File: config.mk
export PLATFORM = sky130hd
export DESIGN_NAME = decode_dispatch
export DESIGN_NICKNAME = d
export VERILOG_FILES = /design/src/rtl/decode_dispatch.sv
export SDC_FILE = /design/constraint.sdc
export NUM_CORES = 1
export LEC_CHECK = 0
export ABC_AREA = 1
export CORE_MARGIN = 2
export CORE_UTILIZATION = 28
export DETAILED_ROUTE_END_ITERATION = 12
export PLACE_DENSITY = 0.54
export SLEW_MARGIN = 15
export SYNTH_ARGS = -nofsm -noshare
export SYNTH_HDL_FRONTEND = slang
export SYNTH_SLANG_ARGS = --single-unit
File: constraint.sdc
create_clock -name clk_i -period 3.85 [get_ports clk_i]
set_clock_uncertainty 0.05 [all_clocks]
set_input_delay 0.5775 -clock clk_i [delete_from_list [all_inputs] [get_ports clk_i]]
set_output_delay 0.5775 -clock clk_i [all_outputs]
set_load 0.1 [all_outputs]
File: src/rtl/decode_dispatch.sv
// decode_dispatch: registered RV32 decode-and-dispatch stage with per-class issue credits.
// Classes {alu,lsu,muldiv,br}; an instruction is accepted only when its class has a free slot.
// Optional feature macro: DECODE_MULDIV_EN (MULDIV class and its credit counter present).
module decode_dispatch #(
    parameter int unsigned CREDITS_ALU = 4,
    parameter int unsigned CREDITS_LSU = 4,
    parameter int unsigned CREDITS_MD  = 2,
    parameter int unsigned CREDITS_BR  = 2,
    parameter int unsigned CNT_W       = 3
) (
    input  logic               clk_i,
    input  logic               rst_ni,
    input  logic               flush_i,
    input  logic               in_valid_i,
    output logic               in_ready_o,
    input  logic [31:0]        inst_i,
    input  logic [31:0]        pc_i,
    output logic               out_valid_o,
    input  logic               out_ready_i,
    output logic [31:0]        out_inst_o,
    output logic [31:0]        out_pc_o,
    output logic [3:0]         out_unit_o,
    output logic               out_is_store_o,
    output logic               out_illegal_o,
    input  logic [3:0]         credit_ret_i,
    output logic [4*CNT_W-1:0] credits_o
);

`ifdef DECODE_MULDIV_EN
    localparam bit MD_EN = 1'b1;
`else
    localparam bit MD_EN = 1'b0;
`endif

    // Sum width leaves headroom for +ret +restore before saturation.
    localparam int unsigned SUM_W = CNT_W + 2;

    localparam logic [6:0] OPC_LOAD   = 7'b0000011;
    localparam logic [6:0] OPC_OP_IMM = 7'b0010011;
    localparam logic [6:0] OPC_AUIPC  = 7'b0010111;
    localparam logic [6:0] OPC_STORE  = 7'b0100011;
    localparam logic [6:0] OPC_OP     = 7'b0110011;
    localparam logic [6:0] OPC_LUI    = 7'b0110111;
    localparam logic [6:0] OPC_BRANCH = 7'b1100011;
    localparam logic [6:0] OPC_JALR   = 7'b1100111;
    localparam logic [6:0] OPC_JAL    = 7'b1101111;

    // Bit order everywhere: [3]=alu [2]=lsu [1]=muldiv [0]=br.
    logic [3:0]       w_unit;
    logic             w_illegal;
    logic             w_is_store;
    logic [3:0]       w_ret_eff;
    logic [3:0]       w_nonzero;
    logic [3:0]       w_consume;
    logic [3:0]       w_restore;
    logic             w_has_credit;
    logic             w_accept;
    logic [CNT_W-1:0] w_cnt [4];

    logic             r_valid;
    logic [31:0]      r_inst;
    logic [31:0]      r_pc;
    logic [3:0]       r_unit;
    logic             r_store;
    logic             r_illegal;

    // Classify the incoming instruction word by opcode (and funct7 for OP).
    always_comb begin
        w_unit     = 4'b0000;
        w_illegal  = 1'b0;
        w_is_store = 1'b0;
        case (inst_i[6:0])
            OPC_OP_IMM, OPC_LUI, OPC_AUIPC: w_unit = 4'b1000;
            OPC_OP: begin
                if (inst_i[31:25] == 7'b0000001) begin
                    if (MD_EN) w_unit = 4'b0010;
                    else       w_illegal = 1'b1;
                end else begin
                    w_unit = 4'b1000;
                end
            end
            OPC_JAL, OPC_JALR, OPC_BRANCH: w_unit = 4'b0001;
            OPC_LOAD: w_unit = 4'b0100;
            OPC_STORE: begin
                w_unit     = 4'b0100;
                w_is_store = 1'b1;
            end
            default: w_illegal = 1'b1;
        endcase
    end

    // Credit availability with same-cycle return bypass, and the accept handshake.
    always_comb begin
        w_ret_eff = credit_ret_i & {2'b11, MD_EN, 1'b1};
        for (int k = 0; k < 4; k++) w_nonzero[k] = (w_cnt[k] != '0);
        w_has_credit = w_illegal | (|(w_unit & (w_nonzero | w_ret_eff)));
        in_ready_o   = !flush_i & (!r_valid | out_ready_i) & w_has_credit;
        w_accept     = in_valid_i & in_ready_o;
        w_consume    = {4{w_accept}} & w_unit;
        // Illegal entries hold r_unit = 0, so they never restore a credit.
        w_restore    = {4{flush_i & r_valid}} & r_unit;
    end

    for (genvar k = 0; k < 4; k++) begin : g_cnt
        if (k == 1 && !MD_EN) begin : g_off
            logic w_unused_md;
            assign w_unused_md = ^{w_consume[k], w_restore[k]};
            assign w_cnt[k]    = '0;
        end else begin : g_on
            localparam int unsigned CMax = (k == 3) ? CREDITS_ALU :
                                           (k == 2) ? CREDITS_LSU :
                                           (k == 1) ? CREDITS_MD  : CREDITS_BR;
            logic [CNT_W-1:0] r_cnt;
            logic [SUM_W-1:0] w_sum;

            // Next count; consume only happens when cnt != 0 or a return bypasses it.
            always_comb begin
                w_sum = SUM_W'(r_cnt) + SUM_W'(w_ret_eff[k]) + SUM_W'(w_restore[k])
                        - SUM_W'(w_consume[k]);
            end

            // Credit counter, saturating at its class maximum.
            always_ff @(posedge clk_i or negedge rst_ni) begin
                if (!rst_ni) begin
                    r_cnt <= CNT_W'(CMax);
                end else if (w_sum > SUM_W'(CMax)) begin
                    r_cnt <= CNT_W'(CMax);
                end else begin
                    r_cnt <= w_sum[CNT_W-1:0];
                end
            end

            assign w_cnt[k] = r_cnt;
        end
    end

    // Output pipeline register: load on accept, drop on handshake or flush.
    always_ff @(posedge clk_i or negedge rst_ni) begin
        if (!rst_ni) begin
            r_valid   <= 1'b0;
            r_inst    <= '0;
            r_pc      <= '0;
            r_unit    <= '0;
            r_store   <= 1'b0;
            r_illegal <= 1'b0;
        end else if (w_accept) begin
            r_valid   <= 1'b1;
            r_inst    <= inst_i;
            r_pc      <= pc_i;
            r_unit    <= w_unit;
            r_store   <= w_is_store;
            r_illegal <= w_illegal;
        end else if (flush_i || out_ready_i) begin
            r_valid   <= 1'b0;
        end
    end

    assign out_valid_o    = r_valid;
    assign out_inst_o     = r_inst;
    assign out_pc_o       = r_pc;
    assign out_unit_o     = r_unit;
    assign out_is_store_o = r_store;
    assign out_illegal_o  = r_illegal;
    assign credits_o      = {w_cnt[3], w_cnt[2], w_cnt[1], w_cnt[0]};

endmodule
[Word-level counts from Yosys, hierarchy flattened]
Cells that the tools add are included.
Operators by class
  $add $sub $neg: 9
  multiply operators: 0
  div/mod/pow operators: 0
  $lt $le $gt $ge: 3
  eq/ne operators: 10
  shift operators: 0
  mux-type cells: 10
  bitwise logic cells: 10
  reduce and logical (&&, ||, !) cells: 12
Operator list (number)
  7-bit by 6-bit equality test with 1-bit output (second input constant): 3
  7-bit equality test (second input constant): 3
  4-bit case mux with 4 select lines: 1
  4-bit by 1-bit adder with 5-bit output: 3
  5-bit by 1-bit subtractor with 5-bit output: 3
  7-bit by 5-bit equality test with 1-bit output (second input constant): 2
  3-bit by 1-bit adder with 4-bit output: 3
  4-bit AND: 3
  5-bit by 3-bit > comparator with 1-bit output (second input constant): 2
  3-bit two-way mux: 3
  3-bit nonzero test: 3
  8-bit OR reduction: 1
  7-bit by 1-bit equality test with 1-bit output (second input constant): 1
  7-bit by 2-bit equality test with 1-bit output (second input constant): 1
  3-bit OR reduction: 2
  5-bit by 2-bit > comparator with 1-bit output (second input constant): 1
  1-bit AND: 4
  1-bit two-way mux: 4
  4-bit two-way mux: 1
  4-bit bitwise OR: 1
  4-bit OR reduction: 1
  1-bit zero test: 2
  1-bit bitwise OR: 2
  1-bit case mux with 2 select lines: 1
  other kinds (3): 3
Word-level totals
  register bits after elaboration: 80
  latch bits: 0
  memory bits (writable): 0
  memory bits (read-only): 0
  input port bits: 73
  output and inout bits: 84
  word-level logic and storage cells: 63
  memories kept: 0

[Logic depth before layout (Yosys ltp)]
  depth in word-level cells: 12
  mapped depth: 22
  depth with buffers taken out: 21

[Worst setup path after synthesis]
OpenSTA, ideal clock, no wires.
  path type: reg-to-output
  from: register r_valid, in the netlist out_valid_o
  to: output in_ready_o
  data arrival time: 3.844 ns
  required time: 3.222 ns
  slack: -0.622 ns
  cell stages (with the launch flop): 4
  path buffers: 1
  cells stage by stage: dfrtp_1 a21oi_1 clkbuf_1 a21boi_0
On the way
  cells in the longest elaborated chain, start to end: 4
Ends and longest elaborated chain
  start, declared: RTL line 60  | logic r_valid;
  start signal, assigned: RTL line 140  | r_valid <= 1'b0;
  start signal, assigned: RTL line 147  | r_valid <= 1'b1;
  start signal, assigned: RTL line 154  | r_valid <= 1'b0;
  1-bit zero test: RTL line 97  | in_ready_o = !flush_i & (!r_valid | out_ready_i) & w_has_credit;
  1-bit bitwise OR: RTL line 97
  1-bit AND (2 in series): RTL line 97
  end, declared: RTL line 15  | output logic in_ready_o,
Every way passes these cells.

[Worst setup path in the final report]
  from: input inst_i[1]
  to: register g_cnt[0].g_on.r_cnt[0]
On the way
  cells in the longest elaborated chain, start to end: 12
  elaborated cells between the ends (all ways): 24
  those cells by class: 1 x add/sub; 1 x order compare; 9 x eq/ne; 3 x mux; 5 x bitwise; 5 x reduce/logical
Ends and longest elaborated chain
  start, declared: RTL line 16  | input logic [31:0] inst_i,
  7-bit equality test (tied with other cells): RTL line 72  | case (inst_i[6:0])
  3-bit OR reduction or 2-bit OR reduction (tied branches)
  4-bit case mux with 4 select lines: RTL line 72
  4-bit AND: RTL line 96  | w_has_credit = w_illegal | (|(w_unit & (w_nonzero | w_ret_eff)));
  4-bit OR reduction: RTL line 96
  1-bit bitwise OR: RTL line 96
  1-bit AND: RTL line 97
  1-bit AND: RTL line 98  | w_accept = in_valid_i & in_ready_o;
  4-bit AND (*): RTL line 99  | w_consume = {4{w_accept}} & w_unit;
  5-bit by 1-bit subtractor with 5-bit output (*): RTL line 119  | - SUM_W'(w_consume[k]);
  5-bit by 2-bit > comparator with 1-bit output: RTL line 126  | end else if (w_sum > SUM_W'(CMax)) begin
  3-bit two-way mux (*): RTL line 126
  end signal, assigned: RTL line 125  | r_cnt <= CNT_W'(CMax);
  end signal, assigned: RTL line 127  | r_cnt <= CNT_W'(CMax);
  end signal, assigned: RTL line 129  | r_cnt <= w_sum[CNT_W-1:0];
  end, declared: RTL line 113  | logic [CNT_W-1:0] r_cnt;
Every way passes the cells marked *; elsewhere a longest branch is shown, timed or not.
A chain may end at the register's enable or synchronous reset.

==> qor.yml <==
outcome:
  status: "finished, final reports clean"
final_layout:
  finish.utilization_pct: 43.15
  areaGrowthSynthToFinish_pct: 50.52
  layout_commonest_cell: "nand2_1"
  diodes: 0
  drive_above_1_share_pct: 6.981
  register_area_sq_um: 1981
  fin_nets: 705
  multi_input_area_sq_um: 1713
  nFillCells: 1367
  layout_common_cells: "nand2_1, clkdlybuf4s50_1, dfrtp_1"
  postLayoutCellArea_sq_um: 6013
yosys:
  synthXorXnorAreaFrac_pct: 0.6577
  synth_top_family_by_area: "simple AND/OR/NAND/NOR gates"
  synth_cells: 466
  yosysSeqAreaShare_pct: 49.58
  synth-simple-area-share_pct: 31.29
  synth-compound-area-share_pct: 2.412
  ys.flop_type: "dfrtp_1"
  syn_area_sq_um: 3995
  synth-edff-count: 0
  async_flop_share_pct: 100.0
  yosys_register_bits: 79
  synth_fa_ha_area_share_pct: 7.704
  synth_cell_types: 31
  muxShareOfSynthArea_pct: 0
  yosys_warnings: 0
  syn_area_per_cell_sq_um: 8.573
timing:
  worstMarginPinSlew_ns: 1.036
  setup_tns_ns: 0
  maxSlewHeadroom_pct: 30.72
  maxSlewViolCount: 0
  rsz0062_at_grt: "false"
  finalWorstSetupSlack_ns: 0.3314
  setup_viol: 0
  max_freq_ghz: 0.2842
  hold_viol: 0
  period_share_pct: 91.39
  min_period_ns: 3.519
  holdWs_ns: 0.3613
routing:
  dr.pass1.iters: 4
  wl_per_cell_um: 14.42
  route.detailed.drc: 0
  vias: 3657
  viasPerCell: 4.594
  ant_nets: 0
  drt_wl_total_um: 11480
  drtIter0Drc: 197
worst_setup_path:
  worstPathCellList: "clkdlybuf4s50_1 > nand2_1 > inv_1 > nand2_1 > nand2_1 > nand2_1 > nand2_1 > nor2_1 > nor2_2 > nand2_2 > nand4_1 > inv_1 > ha_1 > inv_1 > fa_1 > inv_1 > fa_1 > o22ai_1 > a211oi_1 > nor3b_1 > and2_1"
  cp_slowest_stage_delay_ns: 0.54
  r2r_slack_ns: 0.68
  required_ns: 4.08
  worst_setup_path_end_kind: "register"
  cpLargestDelayFamily: "simple AND/OR/NAND/NOR gates"
  cp.arrival_ns: 3.75
  cpMostUsedCell: "nand2_1"
  reg2regPathDepth: 17
  critPathBufInv: 5
  cp-start-kind: "input pin"
  worst_r2r_endpoint: "g_cnt[0].g_on.r_cnt[0]"
  crit_slowest_cell: "fa_1"
  r2r_start: "g_cnt[2].g_on.r_cnt[1]"
  critPathKind: "input pin to register"
  worst-path-max-fanout: 4
floorplan:
  io_pins: 157
  dieWidth_um: 123.5
  row_count: 43
  start_util_pct: 28.67
  coreArea_sq_um: 13930
  die_h_um: 123.5
  dieArea_sq_um: 15240
clock_tree:
  clock_latency_ns: 0.34
  cts_hold_buf: 0
  htreeDepth: 3
  cts_buffers: 9
  cts_tree: "done"
  cts_sinks: 79
  clk_pin_slew_worst_paths_ns: 0.06
  cts-root-buf: "clkbuf_16"
  cts_buffer_depth: 2
hold_path:
  min_path_type: "input pin to async pin"
place:
  dpl_cell_area_sq_um: 5670
  place_congestion: 0.8303
  numPortBuffers: 151
  place_ws_ns: -0.03510
  hpwlAfterDp_um: 7724
global_routing:
  grt_pass1_wl_um: 18260
  grt_pass1_vias: 3534
  grt_max_degree: 80
  grt_antenna_before_repair: 0
  globalRouteOverflowTotal: 0
  grt_usage_pct: 15.51
pwr:
  ir_drop_mv: 0.3555
  p_leak_nw: 2.930
  power.density_nw_per_um2: 598.8
job:
  max-cap-violations: 0
[area by class of cell]
cell class / instances / area share [%]
Multi-Input combinational cell: 319 / 28.49
Timing Repair Buffer: 164 / 26.84
Inverter: 38 / 2.372
Sequential cell: 79 / 32.94
Clock inverter: 6 / 1.810
Tap cell: 180 / 3.745
Clock buffer: 10 / 3.808
[worst max path at each step]
stage	slack, ns	end	from	cells past startpoint
after floorplan	0.11	in_ready_o	out_valid_o	3
after global placement	-0.01	g_cnt[0].g_on.r_cnt[0]	inst_i[4]	18
after detailed placement	-0.04	g_cnt[0].g_on.r_cnt[0]	inst_i[4]	19
after CTS	0.31	g_cnt[0].g_on.r_cnt[0]	inst_i[4]	18
after global routing	0.05	g_cnt[0].g_on.r_cnt[0]	inst_i[1]	21
final	0.33	g_cnt[0].g_on.r_cnt[0]	inst_i[1]	21
[timing repair]
action	CTS	global route
buffers inserted	0	0
hold endpoints to repair	0	0
endpoints found under the setup margin	0	1
resized for setup	0	2
[sequential cells by signal (all words and copies together) (netlist names)]
name and flops:
out_valid_o 1, out_illegal_o 1, out_pc_o 32, g_cnt.g_on.r_cnt 9, out_is_store_o 1, out_unit_o 3
out_inst_o 32
[logic make-up after synthesis]
family,Yosys count
fa+ha+maj,21
other cells,1
flops,79
simple gates,275
buf+inv,72
compound gates,15
xor+xnor,3
[routing by layer]
layer | up-vias | track usage [%] | share of wire (%)
met2 | 96 | 25.00 | 47
met4 | 0 | 4.261 | 1.2
met1 | 1748 | 20.02 | 46
met3 | 11 | 4.982 | 6.2
met5 | - | 0 | 0
li1 | 1802 | - | -
[Yosys cell counts, drive strengths merged (2+ instances only)]
library cell | count | share of area, %
nand2 | 163 | 15
dfrtp | 76 | 48
nand4 | 69 | 11
inv | 38 | 3.6
nor2 | 24 | 2.3
buf | 19 | 3.3
clkbuf | 15 | 1.4
ha | 15 | 4.7
nand3 | 14 | 1.9
fa | 6 | 3.0
a21oi | 5 | 0.63
dfstp | 3 | 2.0
o21ai | 3 | 0.38
xor2 | 3 | 0.66
a21boi | 2 | 0.38
and2 | 2 | 0.31
o21ba | 2 | 0.50
[per-stage QoR]
stage               power [W]  cells
floorplan            0.002213    470
global placement     0.002639    780
detailed placement   0.002650    780
CTS                  0.003647    796
global route         0.003752    796
finish               0.003601    796
[power by group]
group | internal (W) | switching, W | leakage (nW) | total (W)
combinational | 0.000364 | 0.00123 | 1.78 | 0.00159
clock | 0.000632 | 0.000342 | 0.166 | 0.000975
sequential | 0.000960 | 0.0000751 | 0.986 | 0.00103
total | 0.00196 | 0.00164 | 2.93 | 0.00360
No activity file was read; power rests on OpenSTA's default activity.
